===== config.mk =====
export PLATFORM = sky130hd
export DESIGN_NAME = ifetch_unit
export DESIGN_NICKNAME = d
export VERILOG_FILES = /design/src/rtl/ifetch_unit.sv
export SDC_FILE = /design/constraint.sdc
export NUM_CORES = 1
export LEC_CHECK = 0
export ABC_AREA = 1
export BUFFER_PORTS_ARGS = -buffer_cell sky130_fd_sc_hd__buf_4
export CAP_MARGIN = 5
export CORE_MARGIN = 1.5
export CORE_UTILIZATION = 55
export CTS_CLUSTER_SIZE = 12
export DETAILED_ROUTE_END_ITERATION = 8
export HOLD_SLACK_MARGIN = 0.15
export PLACE_DENSITY = 0.76
export SLEW_MARGIN = 20
export SYNTH_ARGS = -nofsm -noshare
export SYNTH_HDL_FRONTEND = slang
export SYNTH_SLANG_ARGS = --single-unit

===== constraint.sdc =====
create_clock -name clock -period 5.05 [get_ports clock]
set_input_delay 0.505 -clock clock [delete_from_list [all_inputs] [get_ports clock]]
set_output_delay 0.505 -clock clock [all_outputs]
set_load 0.01 [all_outputs]

===== src/rtl/ifetch_unit.sv =====
// Generic single-clock FIFO with synchronous flush; flush wins over push/pop.
// Latency: a push is visible at rd_dat the cycle after it is written.
// Backpressure: full is exported; a push while full is dropped unless a pop frees space.
module sync_fifo #(
  parameter int W     = 32,
  parameter int DEPTH = 4
) (
  input  logic         clock,
  input  logic         reset_n,
  input  logic         flush,
  input  logic         wr_vld,
  input  logic [W-1:0] wr_dat,
  input  logic         rd_rdy,
  output logic         rd_vld,
  output logic [W-1:0] rd_dat,
  output logic         full
);
  localparam int AW = (DEPTH > 1) ? $clog2(DEPTH) : 1;
  localparam int CW = $clog2(DEPTH + 1);

  logic [W-1:0]  mem [DEPTH];
  logic [AW-1:0] wr_ptr, rd_ptr;
  logic [CW-1:0] count;
  logic          do_wr, do_rd;

  assign rd_vld = (count != '0);
  assign full   = (count == CW'(DEPTH));
  assign rd_dat = mem[rd_ptr];
  assign do_rd  = rd_vld & rd_rdy;
  assign do_wr  = wr_vld & (~full | do_rd);

  // Pointer and occupancy bookkeeping; flush empties the queue outright.
  always_ff @(posedge clock or negedge reset_n) begin
    if (!reset_n) begin
      wr_ptr <= '0;
      rd_ptr <= '0;
      count  <= '0;
    end else if (flush) begin
      wr_ptr <= '0;
      rd_ptr <= '0;
      count  <= '0;
    end else begin
      if (do_wr) wr_ptr <= wr_ptr + AW'(1);
      if (do_rd) rd_ptr <= rd_ptr + AW'(1);
      case ({do_wr, do_rd})
        2'b10:   count <= count + CW'(1);
        2'b01:   count <= count - CW'(1);
        default: count <= count;
      endcase
    end
  end

  // Storage array; contents are don't-care until written, so no reset.
  always_ff @(posedge clock) begin
    if (do_wr && !flush) mem[wr_ptr] <= wr_dat;
  end
endmodule

// Instruction prefetcher: one outstanding imem request, results queued as {pc, instr}.
// Latency: request issues the edge after FETCH is entered; response visible at head one edge after rvalid.
// Backpressure: stops requesting while the queue is full; redirect flushes queue and drops any in-flight reply.
module ifetch_unit #(
  parameter int          DEPTH    = 4,
  parameter logic [31:0] RESET_PC = 32'h0000_0000
) (
  input  logic        clock,
  input  logic        reset_n,
  output logic        imem_req,
  output logic [31:0] imem_addr,
  input  logic        imem_rvalid,
  input  logic [31:0] imem_rdata,
  input  logic        redirect,
  input  logic [31:0] redirect_pc,
  output logic        instr_valid,
  output logic [31:0] instr,
  output logic [31:0] instr_pc,
  input  logic        instr_ready
);
  typedef struct packed {
    logic [31:0] pc;
    logic [31:0] instr;
  } fetch_ent_t;

  typedef enum logic [1:0] {
    FETCH = 2'd0,
    WAIT  = 2'd1,
    DROP  = 2'd2
  } state_t;

  state_t      state, state_nxt;
  logic [31:0] fetch_pc, req_pc, redirect_tgt;
  logic        issue, push, fifo_full;
  fetch_ent_t  push_ent, head_ent;

  // Targets are word aligned; the low two bits of redirect_pc are discarded.
  assign redirect_tgt = redirect_pc & 32'hFFFF_FFFC;
  assign push_ent     = {req_pc, imem_rdata};
  assign instr        = head_ent.instr;
  assign instr_pc     = head_ent.pc;

  // Next-state and request/push decisions; redirect suppresses both.
  always_comb begin
    issue     = 1'b0;
    push      = 1'b0;
    state_nxt = state;
    case (state)
      FETCH: begin
        if (!redirect && !fifo_full) begin
          issue     = 1'b1;
          state_nxt = WAIT;
        end
      end
      WAIT: begin
        if (imem_rvalid) begin
          push      = ~redirect;
          state_nxt = FETCH;
        end else if (redirect) begin
          state_nxt = DROP;
        end
      end
      DROP: begin
        if (imem_rvalid) state_nxt = FETCH;
      end
      default: state_nxt = FETCH;
    endcase
  end

  // State, fetch pointer and registered request outputs.
  always_ff @(posedge clock or negedge reset_n) begin
    if (!reset_n) begin
      state     <= FETCH;
      fetch_pc  <= RESET_PC;
      req_pc    <= '0;
      imem_req  <= 1'b0;
      imem_addr <= '0;
    end else begin
      state    <= state_nxt;
      imem_req <= issue;
      if (issue) begin
        imem_addr <= fetch_pc;
        req_pc    <= fetch_pc;
      end
      if (redirect) fetch_pc <= redirect_tgt;
      else if (issue) fetch_pc <= fetch_pc + 32'd4;
    end
  end

  sync_fifo #(
    .W     ($bits(fetch_ent_t)),
    .DEPTH (DEPTH)
  ) u_fifo (
    .clock   (clock),
    .reset_n (reset_n),
    .flush   (redirect),
    .wr_vld  (push),
    .wr_dat  (push_ent),
    .rd_rdy  (instr_ready),
    .rd_vld  (instr_valid),
    .rd_dat  (head_ent),
    .full    (fifo_full)
  );
endmodule


== Word-level counts from Yosys, hierarchy flattened ==
Memory sizes are Yosys's and may differ from the RTL's.
Index checks and enable logic that the tools add are counted.

* Output and inout port bits: 98
* Memory bits (writable): 256
* Flip-flop bits (word level): 74
* Word-level logic and storage cells: 56
* Memories kept: 1

{| class="wikitable"
|+ Memories
! name !! depth !! bits a word !! rd ports !! clocked after Yosys merged registers in !! wr ports !! line !! source
|-
| u_fifo.mem || 4 || 64 || 1 || 0 || 1 || 21 || <nowiki>logic [W-1:0] mem [DEPTH];</nowiki>
|}

* Multiplexer cells: 19
* Reductions and logical operators: 11
* Bitwise logic cells: 5
* Eq/ne operators: 8
* Add/sub/neg operators: 5

{| class="wikitable"
|+ Operators with widths
! operator !! count
|-
| 32-bit two-way mux || 2
|-
| 32-bit by 3-bit adder with 32-bit output (second input constant) || 1
|-
| 2-bit two-way mux || 8
|-
| 1-bit two-way mux || 6
|-
| 2-bit one-hot mux with 3 select lines || 1
|-
| 3-bit one-hot mux with 2 select lines || 1
|-
| 2-bit nonzero test || 3
|-
| 3-bit nonzero test || 2
|-
| 2-bit by 1-bit adder with 2-bit output (second input constant) || 2
|-
| 2-bit by 1-bit equality test with 1-bit output (second input constant) || 2
|-
| 2-bit equality test (second input constant) || 2
|-
| 2-bit != test (second input constant) || 2
|-
| 3-bit by 1-bit adder with 3-bit output (second input constant) || 1
|-
| 3-bit equality test (second input constant) || 1
|-
| 3-bit two-way mux || 1
|-
| 3-bit != test (second input constant) || 1
|-
| 3-bit AND reduction || 1
|-
| 3-bit by 1-bit subtractor with 3-bit output (second input constant) || 1
|-
| 1-bit AND || 2
|-
| 1-bit logical AND || 2
|-
| 1-bit logical NOT || 2
|-
| 2-bit logical NOT || 1
|-
| 1-bit inverter || 2
|-
| 1-bit OR || 1
|}

== Depth between registers and ports, before layout ==
Gate-level depths: netlist of the first run.

* Word-level depth: 7
* Gate-level depth with buffers: 11
* Depth with buffers taken out: 11

== Cells and area by module ==
From an unflattened synthesis of the first run, not the netlist that was laid out.

* Cell total of the unflattened synthesis: 1,191
* Area, all modules: 13,523.0 um^2

{| class="wikitable"
|+ Modules (own cells, without submodules)
! module !! cells each !! seq. area each (um^2) !! instances !! area an instance (um^2)
|-
| sync_fifo || 686 || 7,862.5 || 1 || 9,972.1
|-
| ifetch_unit || 505 || 1,576.5 || 1 || 3,550.9
|}

== Worst setup path after synthesis of the first run ==
Ideal clock, no wire load.

* Kind: input to register
* From: in redirect
* To: mem u_fifo.mem[0][0] (netlist bit), enable pin
* Setup slack: 938 ps
* Data arrival time: 3,629 ps
* Stages: 6
* Library setup time: 482 ps
* Cells stage by stage: buf_6 > clkinv_4 > nand2_1 > nor2_1 > o21ai_1 > nor2_1

* Word-level cells in the longest chain between the ends: 7

{| class="wikitable"
|+ Ends and longest elaborated chain
! what !! line !! source
|-
| start, declared || 72 || <nowiki>input logic redirect,</nowiki>
|-
| 1-bit inverter || 115 || <nowiki>push = ~redirect;</nowiki>
|-
| 1-bit two-way mux || 114 || <nowiki>if (imem_rvalid) begin</nowiki>
|-
| 1-bit two-way mux || 106 || <nowiki>case (state)</nowiki>
|-
| 1-bit AND || 30 || <nowiki>assign do_wr = wr_vld & (~full | do_rd);</nowiki>
|-
| 1-bit logical AND * || 55 || <nowiki>if (do_wr && !flush) mem[wr_ptr] <= wr_dat;</nowiki>
|-
| 1-bit two-way mux * || 55 ||
|-
| 1-bit two-way mux (not written as such) * || 55 ||
|-
| end, declared || 21 ||
|}

Every way passes the cells marked *; elsewhere a longest branch is shown, timed or not.

== Worst setup path after layout of the first run ==
* From: reg u_fifo.rd_ptr[0]
* To: out instr_pc[17]

* Word-level cells in the longest chain between the ends: 1

{| class="wikitable"
|+ Ends and longest elaborated chain
! what !! line !! source
|-
| start, declared || 22 || <nowiki>logic [AW-1:0] wr_ptr, rd_ptr;</nowiki>
|-
| start signal, assigned || 44 || <nowiki>if (do_rd) rd_ptr <= rd_ptr + AW'(1);</nowiki>
|-
| memory 4 x 64 bit || -- ||
|-
| end, declared || 76 || <nowiki>output logic [31:0] instr_pc,</nowiki>
|}

Every way passes these cells.

==> results of run 1 <==
-- power breakdown --
| group | switching, mW | internal [mW] |
|---|---|---|
| Combinational | 0.604 | 0.430 |
| Sequential | 0.265 | 3.12 |
| Clock | 0.959 | 1.41 |
-- cell type report --
type / count / area, um^2
inverter: 53 / 205.2
tap: 319 / 399.1
timing repair buffer: 172 / 1344
clock inverter: 9 / 110.1
multi-input combinational: 702 / 3397
sequential: 318 / 9204
clock buffer: 51 / 945.9
fill: 1731 / 7797
-- per-stage QoR --
step / hold slack [ns] / total power [mW] / setup WS (ns)
floorplan: 0.2094 / 3.905 / 0.9382
global placement: 0.5085 / 4.426 / 2.130
detailed placement: 0.5225 / 4.461 / 2.049
CTS: 0.1744 / 6.822 / 1.510
global route: 0.1729 / 7.056 / 1.284
finish: 0.1910 / 6.778 / 1.549
-- worst min-delay path by stage --
stage,start,endpoint,slack (ns),cells after the start
finish,imem_rdata[9],u_fifo.mem[1][9]$_DFFE_PP_,0.19,1
global route,imem_rdata[0],u_fifo.mem[3][0]$_DFFE_PP_,0.17,1
CTS,imem_rdata[9],u_fifo.mem[1][9]$_DFFE_PP_,0.17,1
detailed placement,state[0]$_DFFE_PN0P_,state[1]$_DFFE_PN0P_,0.52,1
global placement,state[0]$_DFFE_PN0P_,state[1]$_DFFE_PN0P_,0.51,1
floorplan,reset_n,fetch_pc[10]$_DFFE_PN0P_,0.21,0
-- Yosys cell counts, types with 8 or more instances --
master	count
sky130_fd_sc_hd__nand2_1	166
sky130_fd_sc_hd__buf_2	16
sky130_fd_sc_hd__o21ai_0	150
sky130_fd_sc_hd__nor2_2	8
sky130_fd_sc_hd__clkbuf_1	35
sky130_fd_sc_hd__dfrtp_1	70
sky130_fd_sc_hd__a21boi_0	13
sky130_fd_sc_hd__o22ai_1	62
sky130_fd_sc_hd__nor2_1	181
sky130_fd_sc_hd__inv_1	49
sky130_fd_sc_hd__buf_4	9
sky130_fd_sc_hd__nand3_1	59
sky130_fd_sc_hd__o21ai_1	11
sky130_fd_sc_hd__edfxtp_1	248
-- cells by family (layout without fill, tap and decap cells) --
group / after synthesis / after routing
xor gates and xnor gates: 4 / 4
and+or+nand+nor: 437 / 437
buffers and inverters: 116 / 285
adders and majority gates: 6 / 6
DFF: 318 / 318
other: 1 / 4
AOI/OAI and AO/OA: 251 / 251
-- flip-flops by register name, indices dropped and copies added (netlist names) --
signal	cells
u_fifo.rd_ptr	2
u_fifo.wr_ptr	2
req_pc	30
u_fifo.count	3
imem_req	1
fetch_pc	30
u_fifo.mem	248
state	2
-- layer usage --
layer  wire length (um)  vias up  GRT usage
li1                   -     4297          -
met1              12160     4330     0.3228
met2              13430      306     0.3682
met3               2029       54    0.03992
met4                713        0    0.07682
met5                  0        -          0
-- cells in the final DEF, fill, tap and decap left out, types with 3 or more instances in the layout --
cell type,instances
sky130_fd_sc_hd__a22oi_1,5
sky130_fd_sc_hd__nand3_1,59
sky130_fd_sc_hd__dfrtp_1,68
sky130_fd_sc_hd__inv_1,49
sky130_fd_sc_hd__nor2_1,177
sky130_fd_sc_hd__clkinv_1,3
sky130_fd_sc_hd__o22ai_1,62
sky130_fd_sc_hd__buf_12,4
sky130_fd_sc_hd__nand3b_1,3
sky130_fd_sc_hd__edfxtp_1,248
sky130_fd_sc_hd__clkinv_2,3
sky130_fd_sc_hd__nor2_2,8
sky130_fd_sc_hd__xor2_1,4
sky130_fd_sc_hd__nand2_1,166
sky130_fd_sc_hd__nand4_1,7
sky130_fd_sc_hd__clkbuf_16,35
sky130_fd_sc_hd__o21ai_1,11
sky130_fd_sc_hd__nand2_2,3
sky130_fd_sc_hd__ha_1,5
sky130_fd_sc_hd__buf_4,167
sky130_fd_sc_hd__conb_1,4
sky130_fd_sc_hd__a21oi_1,5
sky130_fd_sc_hd__clkbuf_1,15
sky130_fd_sc_hd__o21ai_0,150
sky130_fd_sc_hd__a21boi_0,13
sky130_fd_sc_hd__nor2_4,8
-- repair_timing --
action | 4_1_cts | 5_1_grt
setup endpoints to repair | 0 | 0
hold buffers | 1 | 0
hold endpoints to repair | 13 | 0
==> impl_metrics.csv, run 1 <==
group,metric,value,unit
critical_path,rr_startpoint,"state[1]$_DFFE_PN0P_",
cells_and_area,antenna-diode-count,0,
die,floorplan.die_area,24700,um^2
yosys,yosys.area.top_type_share,0.5697,
run,max-cap-violations,0,
sta,finalCritPeriodShare,0.6933,
yosys,synth_mux_area_frac,0,
clock_tree,clock_pin_slew_on_the_worst_setup_and_hold_paths,0.06,ns
yosys,number_of_flops_mapped_to_enable_cells_by_yosys,248,
global_routing,grt_pass1_wl,44.10,mm
drt,detail_route.wirelength,28.34,mm
sta,setup_viol,0,
placement,count_of_buffers_inserted_at_the_top_level_ports,160,
clock_tree,cts_max_level,2,
critical_path,worstSetupEndpointType,"primary output",
cells_and_area,fin_nets,1356,
critical_path,setup.worst_path.start_class,"flop",
global_routing,globalRouteTotalUtil,0.2303,
die,initial_core_util,0.5585,
critical_path,classification_of_the_worst_setup_path,"reg -> out",
clock_tree,cts_sinks,318,
drt,detail-route-antenna-nets,0,
sta,final-max-slew-violation-count,0,
critical_path,worst_path_largest_cell_delay,0.78,ns
global_routing,grt_max_degree,101,
global_routing,globalRoute.totalOverflow,0,
critical_path,worst-endpoint-required,4.55,ns
yosys,synth_sequential_area_ratio,0.7037,
die,fp.dieH,157.2,um
critical_path,sequence_of_cells_on_the_critical_path,"clkinv_2 > buf_4 > o21ai_0 > o22ai_1 > buf_4",
placement,dpl.cell_count,1563,
yosys,postSynth.topFlopCell,"sky130_fd_sc_hd__edfxtp_1",
critical_path,regToRegSetupSlack,2.57,ns
clock_tree,clk_path_buf_depth,3,
drt,via_per_inst,5.534,
cells_and_area,layout.cell_area.non_filler,15610,um^2
sta,max_slew.worst_pin.slew,1.030,ns
cells_and_area,final_layout_size_suffix_gt1_frac,0.1870,
drt,routed-via-count,8987,
sta,setup-tns-final,0,ns
drt,drc,0,
global_routing,antenna_violations_before_repair,0,
yosys,post_synth_adder_cell_area,0.006318,
critical_path,cpLargestDelayFamily,"buffers and inverters",
yosys,post_synth_design_cell_area,13070,um^2
clock_tree,number_of_cts_inserted_buffers,34,
yosys,syn-mean-instance-area,11.54,um^2
critical_path,cp_data_arrival_time,3.00,ns
sta,slew-limit-headroom,0.3091,
sta,min_period,3.501,ns
placement,placedInstanceArea,14540,um^2
clock_tree,tritoncts,"yes",
yosys,synth_seq_cells,318,
critical_path,endpoint_of_the_worst_register_to_register_path,"u_fifo.mem[0][8]$_DFFE_PP_",
yosys,synth_warnings,0,
critical_path,cp_slowest_cell,"sky130_fd_sc_hd__clkinv_2",
die,floorplan.die.width,157.2,um
die,std_cell_rows,56,
placement,place.detailed.hpwl,16.82,mm
yosys,synth_simple_gate_area_share,0.1409,
critical_path,buf_inv_on_cp,3,
sta,final_hold_violations,0,
drt,drt-wirelength-per-cell,17.45,um
placement,weighted_congestion_at_the_end_of_routability_driven_global_placement,0.8833,
run_status,run_status,"completed",
cells_and_area,layout-area-overhead-vs-synth,19.38,%
pwr,power_density,434.4,nW/um^2
yosys,synthArstFlopShare,0.2201,
sta,unrepaired_setup_endpoints_after_global_routing,"false",
sta,max_freq,285.6,MHz
yosys,dominant_combinational_cell_family_by_area_after_synthesis,"simple AND/OR/NAND/NOR gates",
clock_tree,clock_latency_of_the_later_clocked_register_in_the_worst_skew_pair,0.51,ns
die,design.core.area,23400,um^2
critical_path,timing.critical_path.depth,5,
worst_hold_path,min_path_type,"in -> reg",
clock_tree,post_cts.repair.setup_buffers,0,
yosys,synth_compound_area_frac,0.1065,
global_routing,vias_in_the_first_global_route,8419,
cells_and_area,finalNonFillerCells,1624,
pwr,power_leakage,6.008,nW
yosys,yosysUniqueCellTypes,36,
clock_tree,post_cts_resized,0,
pwr,ir_worst_vdd,300.8,uV
critical_path,cp_max_fo,74,
drt,drt-pass1-iter-count,6,
critical_path,critical_path.startpoint,"u_fifo.rd_ptr[0]$_DFFE_PN0P_",
critical_path,timing.reg2reg.worst_path_depth,6,
clock_tree,cts_root_buffer,"sky130_fd_sc_hd__clkbuf_16",
yosys,synth_xor_xnor_area_share,0.002680,
critical_path,timing.critical_path.to,"instr_pc[17]",
critical_path,cpMostUsedCell,"sky130_fd_sc_hd__buf_4",
die,ioPinCount,167,
cells_and_area,final_core_util,0.6668,
yosys,synthTopCellsByArea,"sky130_fd_sc_hd__edfxtp_1, sky130_fd_sc_hd__dfrtp_1, sky130_fd_sc_hd__o21ai_0, sky130_fd_sc_hd__nor2_1, sky130_fd_sc_hd__nand2_1",
sta,fin_skew,0.01161,ns
yosys,syn_inst,1133,
drt,drt_iter0_markers,671,
yosys,synth_area_leader_cell,"sky130_fd_sc_hd__edfxtp_1",
(Power assumes the default switching activity.)
==> inputs of run 2 (changes only) <==
--- a/config.mk
+++ b/config.mk
@@ -5,7 +5,7 @@
 export SDC_FILE = /design/constraint.sdc
 export NUM_CORES = 1
 export LEC_CHECK = 0
-export ABC_AREA = 1
+export ABC_AREA = 0
 export BUFFER_PORTS_ARGS = -buffer_cell sky130_fd_sc_hd__buf_4
 export CAP_MARGIN = 5
 export CORE_MARGIN = 1.5
@@ -13,7 +13,7 @@
 export CTS_CLUSTER_SIZE = 12
 export DETAILED_ROUTE_END_ITERATION = 8
 export HOLD_SLACK_MARGIN = 0.15
-export PLACE_DENSITY = 0.76
+export PLACE_DENSITY = 0.77
 export SLEW_MARGIN = 20
 export SYNTH_ARGS = -nofsm -noshare
 export SYNTH_HDL_FRONTEND = slang
==> constraint.sdc (replaced) <==
create_clock -name clock -period 3.4 [get_ports clock]
set_input_delay 0.34 -clock clock [delete_from_list [all_inputs] [get_ports clock]]
set_output_delay 0.34 -clock clock [all_outputs]
set_load 0.01 [all_outputs]
==> impl_metrics.csv, run 2 <==
group,metric,value,unit
run_status,run_status,"completed",
pwr,share_clk_of_total_power,0.354,
yosys,post_synth_design_cell_area,12480,um^2
critical_path,worst-endpoint-required,3.06,ns
yosys,post_synth_adder_cell_area,0.006615,
critical_path,worstSetupEndpointType,"primary output",
critical_path,endpoint_of_the_worst_register_to_register_path,"u_fifo.mem[0][21]$_DFFE_PP_",
yosys,syn-mean-instance-area,17.10,um^2
pwr,switching_fraction_of_total_power,0.2281,
worst_hold_path,hold_path.startpoint,"instr_ready",
yosys,synthArstFlopShare,0.2201,
clock_tree,clk_path_buf_depth,3,
critical_path,sequence_of_cells_on_the_critical_path,"buf_4 > mux4_2 > buf_4",
cells_and_area,finalNonFillerCells,1275,
yosys,synth_sequential_area_ratio,0.7368,
drt,drc,0,
pwr,design_internal_power,6.693,mW
pwr,p_seq_frac,0.543,
critical_path,setup.worst_path.start_class,"flop",
sta,slew-limit-headroom,0.3995,
sta,unrepaired_setup_endpoints_after_global_routing,"false",
cells_and_area,reg_top3,"u_fifo.mem: 248 flops, fetch_pc: 30 flops, req_pc: 30 flops",
cells_and_area,largest_register_ff_count,248,
placement,place_worst_setup_slack,0.7723,ns
die,design.core.area,22030,um^2
global_routing,grt_pass1_wl,39.87,mm
yosys,synth_seq_cells,318,
yosys,synthTopCellsByArea,"sky130_fd_sc_hd__edfxtp_1, sky130_fd_sc_hd__dfrtp_1, sky130_fd_sc_hd__mux4_2, sky130_fd_sc_hd__nand2_1, sky130_fd_sc_hd__o211ai_1",
drt,drt-pass1-iter-count,4,
cells_and_area,mostFrequentLayoutCell,"sky130_fd_sc_hd__edfxtp_1",
cells_and_area,fin_nets,1046,
placement,place.detailed.hpwl,15.14,mm
yosys,synth_xor_xnor_area_share,0.003508,
global_routing,antenna_violations_before_repair,0,
clock_tree,cts_sinks,318,
pwr,p_switching,1.978,mW
sta,final_hold_violations,0,
clock_tree,clock_pin_slew_on_the_worst_setup_and_hold_paths,0.06,ns
critical_path,cp_data_arrival_time,2.41,ns
critical_path,cp_max_fo,25,
sta,setup_ws,0.6519,ns
yosys,synth_warnings,0,
worst_hold_path,min_path_type,"in -> reg",
yosys,synth_compound_area_frac,0.03798,
drt,drt-wirelength-per-cell,19.71,um
yosys,yosysUniqueCellTypes,55,
clock_tree,cts_max_level,1,
yosys,synth_simple_gate_area_share,0.08198,
die,floorplan.die_area,23610,um^2
yosys,synth_mux_area_frac,0.1152,
sta,setup-tns-final,0,ns
run,max-cap-violations,0,
critical_path,timing.reg2reg.worst_path_depth,5,
die,initial_core_util,0.5668,
clock_tree,cts_root_buffer,"sky130_fd_sc_hd__clkbuf_16",
drt,detail-route-antenna-nets,0,
cells_and_area,final_core_util,0.7111,
yosys,postSynth.topFlopCell,"sky130_fd_sc_hd__edfxtp_1",
global_routing,vias_in_the_first_global_route,7555,
yosys,number_of_flops_mapped_to_enable_cells_by_yosys,248,
clock_tree,post_cts_resized,0,
drt,routed-via-count,7232,
die,floorplan.die.width,153.7,um
sta,min_period,2.748,ns
drt,detail_route.wirelength,25.14,mm
yosys,synth_area_leader_cell,"sky130_fd_sc_hd__edfxtp_1",
yosys,yosys.area.top_type_share,0.5965,
pwr,power.share.combinational,0.103,
critical_path,classification_of_the_worst_setup_path,"reg -> out",
clock_tree,clock_latency_of_the_later_clocked_register_in_the_worst_skew_pair,0.55,ns
sta,fin_skew,0.01708,ns
drt,via_per_inst,5.672,
clock_tree,number_of_cts_inserted_buffers,31,
yosys,synthTopCellsByCount,"sky130_fd_sc_hd__edfxtp_1, sky130_fd_sc_hd__nand2_1, sky130_fd_sc_hd__dfrtp_1",
sta,final-max-slew-violation-count,0,
yosys,yosys.cell_count.top_type,"sky130_fd_sc_hd__edfxtp_1",
cells_and_area,antenna-diode-count,0,
cells_and_area,mostFrequentLayoutCells,"sky130_fd_sc_hd__edfxtp_1, sky130_fd_sc_hd__buf_4, sky130_fd_sc_hd__nand2_1, sky130_fd_sc_hd__dfrtp_1, sky130_fd_sc_hd__dlygate4sd3_1",
die,fp.dieH,153.7,um
sta,finalCritPeriodShare,0.8083,
critical_path,cp_slowest_cell,"sky130_fd_sc_hd__dfrtp_4",
die,std_cell_rows,54,
sta,setup_viol,0,
global_routing,globalRouteTotalUtil,0.2186,
cells_and_area,layout-area-overhead-vs-synth,25.46,%
clock_tree,tritoncts,"yes",
yosys,syn_inst,730,
worst_hold_path,hold_depth,4,
critical_path,buf_inv_on_cp,2,
placement,weighted_congestion_at_the_end_of_routability_driven_global_placement,0.8718,
cells_and_area,most_flop_heavy_register,"u_fifo.mem",
drt,drt_iter0_markers,484,
die,ioPinCount,167,
critical_path,cpMostUsedCell,"sky130_fd_sc_hd__buf_4",
critical_path,regToRegSetupSlack,1.04,ns
sta,max_slew.worst_pin.slew,0.9008,ns
pwr,power_density,553.6,nW/um^2
global_routing,globalRoute.totalOverflow,0,
placement,count_of_buffers_inserted_at_the_top_level_ports,160,
critical_path,cpLargestDelayFamily,"flip-flops",
pwr,ir_worst_vdd,356.5,uV
placement,dpl.cell_count,1154,
cells_and_area,final_layout_size_suffix_gt1_frac,0.2905,
critical_path,worst_path_largest_cell_delay,0.78,ns
global_routing,grt_max_degree,71,
sta,max_freq,363.9,MHz
pwr,power_leakage,5.768,nW
yosys,dominant_combinational_cell_family_by_area_after_synthesis,"multiplexers",
worst_hold_path,hold_path_end,"u_fifo.count[2]$_DFFE_PN0P_",
critical_path,rr_startpoint,"state[1]$_DFFE_PN0P_",
[run 2: cell types whose count changed in the layout (fill, tap and decap cells not counted), moves of 40 or more]
cell,previous run,this run
sky130_fd_sc_hd__dlygate4sd3_1,1,64
sky130_fd_sc_hd__inv_1,49,6
sky130_fd_sc_hd__mux4_2,0,62
sky130_fd_sc_hd__nor2_1,177,21
sky130_fd_sc_hd__o21ai_0,150,9
sky130_fd_sc_hd__o22ai_1,62,0
sky130_fd_sc_hd__nand3_1,59,19
[run 2: timing repair]
action / 4_1_cts / 5_1_grt
hold buffers: 64 / 0
buffers inserted: 0 / 0
setup endpoints to repair: 0 / 0
endpoints found under the hold margin: 230 / 0
[run 2: worst max-delay path by stage]
stage,startpoint,end,slack [ns],cells after the start
3_3_place_gp,redirect,u_fifo.mem[0][27]$_DFFE_PP_,0.84,6
5_1_grt,u_fifo.rd_ptr[0]$_DFFE_PN0P_,instr[5],0.49,3
3_5_place_dp,redirect,u_fifo.mem[0][27]$_DFFE_PP_,0.77,6
2_1_floorplan,redirect,u_fifo.mem[0][0]$_DFFE_PP_,0.22,5
4_1_cts,u_fifo.rd_ptr[0]$_DFFE_PN0P_,instr[5],0.58,3
6_report,u_fifo.rd_ptr[0]$_DFFE_PN0P_,instr[0],0.65,3
[run 2: metrics by stage]
step           total power [mW]  hold slack [ns]  area (um^2)
6_report                  8.671           0.2209        15660
5_1_grt                   9.008           0.2209        15660
4_1_cts                   8.745           0.1957        15660
3_5_place_dp              5.627           0.5098        14120
3_3_place_gp              5.602           0.4903        14120
2_1_floorplan             5.143          0.04441        12500
[run 2: kinds of logic after synthesis]
logic type	count (synthesis)
xor gates and xnor gates	5
DFF	318
and+or+nand+nor	221
muxes	66
adders and majority gates	6
buffers and inverters	45
AOI/OAI and AO/OA	68
other	1
[run 2: worst register-to-register path: cells and delay by family (launching register included)]
kind / cells / cell delay (ns)
AOI/OAI and AO/OA: 1 / 0.31
and+or+nand+nor: 2 / 0.82
DFF: 1 / 0.41
buffers and inverters: 2 / 0.52
[run 2: cell type report]
type,count,area [um^2]
timing repair buffer,243,2085
inverter,7,31.28
fill,1418,6364
tap,280,350.3
sequential,318,9206
multi-input combinational,370,3087
clock buffer,57,903.4
[run 2: power groups by stage]
stage	Sequential [mW]	Clock [mW]	Combinational, mW
global placement	4.78	0	0.822
detailed placement	4.79	0	0.838
CTS	4.71	3.13	0.901
finish	4.71	3.07	0.895
floorplan	4.74	0	0.408
global route	4.74	3.29	0.977
[run 2: metal layers]
layer,vias up,part of all wire,GRT usage
li1,3313,-,-
met1,3606,0.42,0.3017
met4,0,0.022,0.06426
met3,40,0.074,0.04340
met5,-,0,0
met2,273,0.49,0.3583
==> inputs of run 3 (changes only) <==
--- a/config.mk
+++ b/config.mk
@@ -9,11 +9,11 @@
 export BUFFER_PORTS_ARGS = -buffer_cell sky130_fd_sc_hd__buf_4
 export CAP_MARGIN = 5
 export CORE_MARGIN = 1.5
-export CORE_UTILIZATION = 55
+export CORE_UTILIZATION = 52
 export CTS_CLUSTER_SIZE = 12
 export DETAILED_ROUTE_END_ITERATION = 8
 export HOLD_SLACK_MARGIN = 0.15
-export PLACE_DENSITY = 0.77
+export PLACE_DENSITY = 0.76
 export SLEW_MARGIN = 20
 export SYNTH_ARGS = -nofsm -noshare
 export SYNTH_HDL_FRONTEND = slang
==> constraint.sdc (replaced) <==
create_clock -name clock -period 2.36 [get_ports clock]
set_input_delay 0.236 -clock clock [delete_from_list [all_inputs] [get_ports clock]]
set_output_delay 0.236 -clock clock [all_outputs]
set_load 0.01 [all_outputs]
==> impl_metrics.csv, run 3 (synthesized netlist as in run 2, its figures left out) <==
group,metric,value,unit
sta,max_freq,439.6,MHz
critical_path,rr_startpoint,"u_fifo.count[2]$_DFFE_PN0P_",
die,design.core.area,23540,um^2
sta,finalCritPeriodShare,0.9638,
pwr,p_switching,2.963,mW
cells_and_area,reg_top3,"u_fifo.mem: 248 flops, fetch_pc: 30 flops, req_pc: 30 flops",
sta,setup_viol,0,
pwr,design_internal_power,10.10,mW
critical_path,worstSetupEndpointType,"primary output",
sta,fin_skew,0.01326,ns
pwr,switching_fraction_of_total_power,0.2268,
cells_and_area,mostFrequentLayoutCell,"sky130_fd_sc_hd__edfxtp_1",
pwr,power_leakage,5.913,nW
cells_and_area,most_flop_heavy_register,"u_fifo.mem",
clock_tree,cts_max_level,2,
die,floorplan.die.width,157.9,um
clock_tree,clk_path_buf_depth,3,
sta,final-max-slew-violation-count,0,
sta,fin_worst_hold_slack,0.2698,ns
worst_hold_path,min_path_type,"in -> async",
cells_and_area,mostFrequentLayoutCells,"sky130_fd_sc_hd__edfxtp_1, sky130_fd_sc_hd__buf_4, sky130_fd_sc_hd__nand2_1, sky130_fd_sc_hd__dfrtp_1, sky130_fd_sc_hd__dlygate4sd3_1",
pwr,share_clk_of_total_power,0.379,
sta,min_period,2.275,ns
global_routing,vias_in_the_first_global_route,7232,
drt,routed-via-count,7382,
die,std_cell_rows,56,
run,max-cap-violations,0,
clock_tree,clock_latency_of_the_later_clocked_register_in_the_worst_skew_pair,0.49,ns
placement,dpl.cell_count,1199,
drt,detail_route.wirelength,26.09,mm
critical_path,cp_max_fo,20,
critical_path,buf_inv_on_cp,2,
critical_path,cp_data_arrival_time,2.04,ns
cells_and_area,finalNonFillerCells,1324,
pwr,ir_worst_vdd,601.2,uV
critical_path,timing.critical_path.depth,3,
cells_and_area,largest_register_ff_count,248,
critical_path,setup.worst_path.start_class,"flop",
critical_path,classification_of_the_worst_setup_path,"reg -> out",
global_routing,grt_pass1_wl,39.85,mm
clock_tree,number_of_cts_inserted_buffers,34,
sta,setup-tns-final,0,ns
global_routing,grt_max_degree,45,
sta,slew-limit-headroom,0.6245,
placement,place.detailed.hpwl,15.70,mm
clock_tree,post_cts_resized,0,
clock_tree,cts_root_buffer,"sky130_fd_sc_hd__clkbuf_16",
sta,max_slew.worst_pin.slew,0.5632,ns
critical_path,worst-endpoint-required,2.12,ns
critical_path,endpoint_of_the_worst_register_to_register_path,"fetch_pc[26]$_DFFE_PN0P_",
cells_and_area,antenna-diode-count,0,
pwr,power_density,816.0,nW/um^2
drt,drc,0,
cells_and_area,fin_nets,1058,
die,floorplan.die_area,24950,um^2
drt,via_per_inst,5.576,
critical_path,worst_path_largest_cell_delay,0.56,ns
placement,weighted_congestion_at_the_end_of_routability_driven_global_placement,0.8599,
critical_path,timing.reg2reg.worst_path_depth,6,
clock_tree,clock_pin_slew_on_the_worst_setup_and_hold_paths,0.06,ns
critical_path,cpLargestDelayFamily,"flip-flops",
placement,placedInstanceArea,14290,um^2
die,ioPinCount,167,
global_routing,globalRouteTotalUtil,0.2129,
cells_and_area,final-seq-area,9206,um^2
sta,final_hold_violations,0,
cells_and_area,fill_cells,1593,
sta,unrepaired_setup_endpoints_after_global_routing,"false",
clock_tree,post_cts.repair.setup_buffers,0,
cells_and_area,final_core_util,0.6799,
clock_tree,holdBufCountCts,67,
drt,drt-pass1-iter-count,5,
drt,detail-route-antenna-nets,0,
pwr,power.share.combinational,0.102,
die,fp.dieH,157.9,um
clock_tree,cts_sinks,318,
sta,setup_ws,0.08539,ns
pwr,p_total,13.06,mW
critical_path,regToRegSetupSlack,0.23,ns
drt,drt_iter0_markers,591,
cells_and_area,layout-area-overhead-vs-synth,28.21,%
global_routing,antenna_violations_before_repair,0,
critical_path,cp_slowest_cell,"sky130_fd_sc_hd__dfrtp_4",
placement,place_worst_setup_slack,0.2547,ns
critical_path,sequence_of_cells_on_the_critical_path,"buf_12 > mux4_2 > buf_4",
pwr,p_seq_frac,0.519,
run_status,run_status,"completed",
cells_and_area,layout.cell_area.non_filler,16010,um^2
global_routing,globalRoute.totalOverflow,0,
placement,count_of_buffers_inserted_at_the_top_level_ports,160,
drt,drt-wirelength-per-cell,19.71,um
cells_and_area,final_layout_size_suffix_gt1_frac,0.3015,
die,initial_core_util,0.5303,
cells_and_area,combined_area_of_the_multi_input_logic_cells,3087,um^2
clock_tree,tritoncts,"yes",
run 3: cell count changes in the layout (fill, tap and decap cells not counted), sizes merged:
| cell | delta |
|---|---|
| buf | +6 |
| clkinv | +6 |
| clkbuf | -5 |
| dlygate4sd3 | +3 |
run 3: area by class of cell:
cell class	instances	area share
well taps	319	0.02494
flip-flops and latches	318	0.5752
repair buffers	252	0.1396
multi-input cells	370	0.1928
clock buffers	52	0.06394
clock inverters	6	0.001563
inverters	7	0.001954
run 3: power by group through the flow:
stage / clock, mW / combinational (mW) / sequential, mW
2_1_floorplan: 0 / 0.588 / 6.82
3_3_place_gp: 0 / 1.22 / 6.87
3_5_place_dp: 0 / 1.25 / 6.90
4_1_cts: 5.07 / 1.35 / 6.78
5_1_grt: 5.27 / 1.45 / 6.83
6_report: 4.95 / 1.33 / 6.78
run 3: worst max-delay path by stage:
stage,slack [ns],start,endpoint
3_3_place_gp,0.29,u_fifo.count[2]$_DFFE_PN0P_,fetch_pc[24]$_DFFE_PN0P_
5_1_grt,0.01,u_fifo.rd_ptr[0]$_DFFE_PN0P_,instr[14]
3_5_place_dp,0.25,u_fifo.count[0]$_DFFE_PN0P_,u_fifo.count[2]$_DFFE_PN0P_
6_report,0.09,u_fifo.rd_ptr[0]$_DFFE_PN0P_,instr[14]
2_1_floorplan,-0.05,state[1]$_DFFE_PN0P_,u_fifo.mem[0][0]$_DFFE_PP_
4_1_cts,0.07,u_fifo.rd_ptr[0]$_DFFE_PN0P_,instr[17]
run 3: routing by layer:
layer,wire length [um],GRT usage,part of all wire
met1,10890,0.2990,0.42
met2,12910,0.3461,0.49
met3,1710,0.03832,0.066
met5,0,0,0
met4,576,0.06008,0.022
